## config.mk

```make
export PLATFORM = sky130hd
export DESIGN_NAME = instruction_sequencer
export DESIGN_NICKNAME = d
export VERILOG_FILES = /design/src/rtl/instruction_sequencer.sv
export SDC_FILE = /design/constraint.sdc
export NUM_CORES = 1
export LEC_CHECK = 0
export BUFFER_PORTS_ARGS = -buffer_cell sky130_fd_sc_hd__buf_4
export CAP_MARGIN = 25
export CORE_UTILIZATION = 45
export CTS_BUF_LIST = sky130_fd_sc_hd__clkbuf_2 sky130_fd_sc_hd__clkbuf_4 sky130_fd_sc_hd__clkbuf_8
export DETAILED_ROUTE_END_ITERATION = 16
export GPL_ROUTABILITY_DRIVEN = 0
export GPL_TIMING_DRIVEN = 0
export PLACE_DENSITY = 0.77
export SLEW_MARGIN = 20
export SYNTH_ARGS = -nofsm -noshare
export SYNTH_HDL_FRONTEND = slang
export SYNTH_SLANG_ARGS = --single-unit
```

## constraint.sdc

```tcl
create_clock -name clk -period 1.6 [get_ports clk]
set_clock_uncertainty 0.1 [all_clocks]
set_input_delay 0.08 -clock clk [delete_from_list [all_inputs] [get_ports clk]]
set_output_delay 0.08 -clock clk [all_outputs]
set_load 0.1 [all_outputs]
```

## src/rtl/instruction_sequencer.sv

```systemverilog
// instruction_sequencer: four-state fetch/decode/execute/halt controller.
// It fetches an instruction (opcode in the MSBs, address field in the LSBs),
// then either redirects the program counter (JMP/JZ), parks in HALT, or hands
// the instruction to the datapath and waits for exec_done.
// Every output is decoded from registered state, so no input reaches an
// output through combinational logic.

module instruction_sequencer #(
  parameter int OPW     = 3,
  parameter int AW      = 5,
  parameter int OP_JMP  = 5,
  parameter int OP_JZ   = 6,
  parameter int OP_HALT = 7
) (
  input  logic               clk,
  input  logic               clear,
  input  logic               mem_ready,
  input  logic [OPW+AW-1:0]  mem_rdata,
  input  logic               zero,
  input  logic               exec_done,
  input  logic               resume,
  output logic               mem_req,
  output logic [AW-1:0]      mem_addr,
  output logic [OPW-1:0]     ir_op,
  output logic [AW-1:0]      ir_addr,
  output logic [AW-1:0]      pc,
  output logic               exec_valid,
  output logic               halted
);

  // Control opcodes sized to the opcode field so comparisons stay width-matched.
  localparam logic [OPW-1:0] JMP_CODE  = OPW'(OP_JMP);
  localparam logic [OPW-1:0] JZ_CODE   = OPW'(OP_JZ);
  localparam logic [OPW-1:0] HALT_CODE = OPW'(OP_HALT);

  typedef enum logic [1:0] {
    S_FETCH  = 2'd0,
    S_DECODE = 2'd1,
    S_EXEC   = 2'd2,
    S_HALT   = 2'd3
  } state_t;

  state_t          state_reg, state_next;
  logic [AW-1:0]   pc_reg, pc_next;
  logic [OPW-1:0]  ir_op_reg, ir_op_next;
  logic [AW-1:0]   ir_addr_reg, ir_addr_next;

  // State, program counter and instruction register; clear aborts anything in flight.
  always_ff @(posedge clk or negedge clear) begin
    if (!clear) begin
      state_reg   <= S_FETCH;
      pc_reg      <= '0;
      ir_op_reg   <= '0;
      ir_addr_reg <= '0;
    end else begin
      state_reg   <= state_next;
      pc_reg      <= pc_next;
      ir_op_reg   <= ir_op_next;
      ir_addr_reg <= ir_addr_next;
    end
  end

  // Next-state logic: inputs are only looked at in the state that owns them.
  always_comb begin
    state_next   = state_reg;
    pc_next      = pc_reg;
    ir_op_next   = ir_op_reg;
    ir_addr_next = ir_addr_reg;

    unique case (state_reg)
      S_FETCH: begin
        // Without mem_ready the fetch simply repeats with IR and pc held.
        if (mem_ready) begin
          ir_op_next   = mem_rdata[OPW+AW-1:AW];
          ir_addr_next = mem_rdata[AW-1:0];
          pc_next      = pc_reg + AW'(1); // wraps naturally at 2^AW
          state_next   = S_DECODE;
        end
      end

      S_DECODE: begin
        // Decode always lasts exactly one cycle.
        if (ir_op_reg == HALT_CODE) begin
          state_next = S_HALT;
        end else if (ir_op_reg == JMP_CODE) begin
          pc_next    = ir_addr_reg;
          state_next = S_FETCH;
        end else if (ir_op_reg == JZ_CODE) begin
          if (zero) begin
            pc_next = ir_addr_reg;
          end
          state_next = S_FETCH;
        end else begin
          state_next = S_EXEC;
        end
      end

      S_EXEC: begin
        if (exec_done) begin
          state_next = S_FETCH;
        end
      end

      S_HALT: begin
        // pc already points past the HALT, so resuming continues in sequence.
        if (resume) begin
          state_next = S_FETCH;
        end
      end

      default: begin
        state_next = S_FETCH;
      end
    endcase
  end

  // Output decode from registered state only.
  always_comb begin
    mem_req    = 1'b0;
    exec_valid = 1'b0;
    halted     = 1'b0;
    mem_addr   = pc_reg;

    unique case (state_reg)
      S_FETCH:  mem_req = 1'b1;
      S_DECODE: mem_addr = ir_addr_reg;
      S_EXEC: begin
        exec_valid = 1'b1;
        mem_addr   = ir_addr_reg;
      end
      S_HALT:   halted = 1'b1;
      default:  mem_req = 1'b1;
    endcase
  end

  assign pc      = pc_reg;
  assign ir_op   = ir_op_reg;
  assign ir_addr = ir_addr_reg;

endmodule

```

==> flow_metrics.env <==
export IMPL_antenna_found_initial=0
export IMPL_rsz0062_at_grt="true"
export IMPL_die_area_um2=2200
export IMPL_dp_slack_ns=-0.277
export IMPL_finalCriticalPeriod_ns=1.78
export IMPL_slew_viol_final=0
export IMPL_clockRootBuffer="clkbuf_4"
export IMPL_fin_ws_ns=-0.183
export IMPL_ys_types=25
export IMPL_cts_tree="built"
export IMPL_rr_worst_depth=6
export IMPL_die_w_um=46.9
export IMPL_grt_util_met3_pct=4.23
export IMPL_crit_arrival_ns=1.60
export IMPL_drive_above_1_share_pct=61.4
export IMPL_synth_ff_latch_count=15
export IMPL_initial_utilization_pct=50.3
export IMPL_dp_hpwl_um=1400
export IMPL_grt_pass1_wl_um=3640
export IMPL_cp_max_fo=5
export IMPL_routed_via_count=837
export IMPL_grt_remaining_overflow=0
export IMPL_wl_per_cell_um=18.2
export IMPL_rows=15
export IMPL_yosysSeqAreaShare_pct=41.4
export IMPL_routed_wl_um=2860
export IMPL_htree_levels=1
export IMPL_clk_pin_slew_ns=0.10
export IMPL_max_cap_violations=0
export IMPL_dp_cells=136
export IMPL_yosys_warnings=0
export IMPL_grt_total_usage_pct=24.2
export IMPL_drt_first_iter_violations=18
export IMPL_gr_max_usage_layer="met2"
export IMPL_syn_inst=77
export IMPL_num_nets_final=153
export IMPL_clockBufferDepth=2
export IMPL_start_kind="register"
export IMPL_area_delta_synth_final_pct=71.4
export IMPL_grt_max_degree=16
export IMPL_r2r_slack_ns=-0.13
export IMPL_io_pin_count=35
export IMPL_cts_buffers=3
export IMPL_r2r_end="pc[2]"
export IMPL_critPathLaunch="state_reg[1]"
export IMPL_maxSlewHeadroom_pct=79.5
export IMPL_first_pass_iters=4
export IMPL_tns_ns=-1.29
export IMPL_avgSynthCellArea_um2=11.8
export IMPL_path_class="reg -> out"
export IMPL_final_antenna_net_count=0
export IMPL_met2_usage_pct=38.6
export IMPL_tightest_slew_ns=0.305
export IMPL_coreArea_um2=1800
export IMPL_drc=0
export IMPL_crit_path_end_kind="primary output"
export IMPL_clock_latency_ns=0.28
export IMPL_r2r_start="state_reg[1]"
export IMPL_diodes=0
export IMPL_fp_dieH_um=46.9
export IMPL_clock_sinks=15
export IMPL_endpoint="mem_addr[4]"
export IMPL_synth_nets=97
export IMPL_use_met1_pct=29.6
export IMPL_synth_area_um2=907
export IMPL_violations="setup timing"
export IMPL_viasPerCell=5.33
export IMPL_nFillCells=94
export IMPL_finalSetupViolations=10
export IMPL_hold_path_class="in -> reg"
export IMPL_grt_pass1_vias=816
export IMPL_outcome="finished, violations left"
export IMPL_fin_crit_sh_pct=111
export IMPL_cp_required_ns=1.42
export IMPL_io_buffer_count=34
export IMPL_hold_viol=0
export IMPL_clock_fmax_mhz=561
export IMPL_final_cells=157
layout make-up:
type | count | area, um2 | area share, %
Buffer | 1 | 5.00 | 0.322
Multi-Input combinational cell | 54 | 579 | 37.2
Clock buffer | 4 | 30.0 | 1.93
Sequential cell | 15 | 395 | 25.4
Inverter | 7 | 26.3 | 1.69
Tap cell | 25 | 31.3 | 2.01
Timing Repair Buffer | 51 | 488 | 31.4
kinds of logic (layout without fill, tap and decap cells):
group,Yosys count,in the layout,share of synthesized area [%]
and+or+nand+nor,14,14,8.28
xor gates and xnor gates,4,4,3.86
adders and majority gates,6,6,8.28
DFF,15,15,41.4
muxes,17,17,22.2
buffers and inverters,8,63,3.31
AOI/OAI and AO/OA,13,13,12.7
stage by stage:
| step | hold slack (ns) | cell area, um2 | util [%] |
|---|---|---|---|
| floorplan | -0.316 | 955 | - |
| global placement | -0.155 | 1240 | 68.9 |
| detailed placement | -0.153 | 1240 | 68.9 |
| CTS | 0.0887 | 1480 | 81.9 |
| global route | 0.108 | 1560 | 86.3 |
| finish | 0.0821 | 1560 | 86.3 |
repair_timing:
item	4_1_cts	5_1_grt
hold buffers	9	0
setup buffers	4	4
resized for setup	22	11
hold endpoints to repair	23	0
endpoints found under the setup margin	11	12
pin swaps	2	5
critical path, stage by stage (launching register included):
cell and delay (ns):
dfrtp_1 0.40, inv_2 0.09, ha_4 0.33, mux2_4 0.33, buf_12 0.17
synthesized netlist by cell type:
| library cell | instances | area [um2] |
|---|---|---|
| dfrtp_1 | 15 | 375 |
| mux2_1 | 13 | 146 |
| inv_1 | 7 | 26.3 |
| ha_1 | 6 | 75.1 |
| nand2_1 | 6 | 22.5 |
| mux2_4 | 3 | 45.0 |
| nand3_1 | 3 | 15.0 |
| o21ai_0 | 3 | 15.0 |
| a21oi_1 | 2 | 10.0 |
| nand2b_1 | 2 | 12.5 |
| xnor2_1 | 2 | 17.5 |
| xor2_1 | 2 | 17.5 |
| a31oi_1 | 1 | 6.26 |
| a32o_1 | 1 | 10.0 |
| a32oi_4 | 1 | 27.5 |
| a41oi_1 | 1 | 8.76 |
| clkbuf_1 | 1 | 3.75 |
| mux2i_1 | 1 | 10.0 |
| nand2_2 | 1 | 6.26 |
| nand2_4 | 1 | 11.3 |
| nand3b_1 | 1 | 7.51 |
| o21ai_1 | 1 | 5.00 |
| o21ai_4 | 1 | 16.3 |
| o221ai_1 | 1 | 8.76 |
| o31ai_1 | 1 | 7.51 |
per-layer routing:
layer	share of wire (%)	vias up	routed length [um]
met3	4.1	12	116
met1	41	409	1180
li1	-	385	-
met4	4.9	0	139
met5	0	-	0
met2	50	31	1430
how the worst min path moves through the flow:
| stage | from | end | slack (ns) | cells past startpoint |
|---|---|---|---|---|
| floorplan | clear | ir_addr[0] | -0.32 | 0 |
| global placement | clear | ir_op[0] | -0.16 | 1 |
| detailed placement | clear | ir_op[0] | -0.15 | 1 |
| CTS | clear | ir_op[0] | 0.09 | 2 |
| global route | clear | ir_op[1] | 0.11 | 2 |
| finish | exec_done | state_reg[1] | 0.08 | 4 |
cell usage in the layout (no fill, tap or decap), types with 2 or more instances in the layout:
| cell | n |
|---|---|
| buf_4 | 34 |
| clkbuf_4 | 4 |
| xor2_1 | 2 |
| dlygate4sd3_1 | 9 |
| o21ai_0 | 3 |
| buf_12 | 6 |
| nand2_1 | 6 |
| ha_1 | 3 |
| inv_1 | 5 |
| nand3_1 | 3 |
| ha_4 | 2 |
| mux2_1 | 8 |
| mux2_4 | 8 |
| buf_6 | 2 |
| xnor2_1 | 2 |
| inv_2 | 2 |
| dfrtp_2 | 13 |
Power is left out: the tool's default activity adds up to more than one toggle a clock period on the data nets, which glitch-free logic cannot reach.
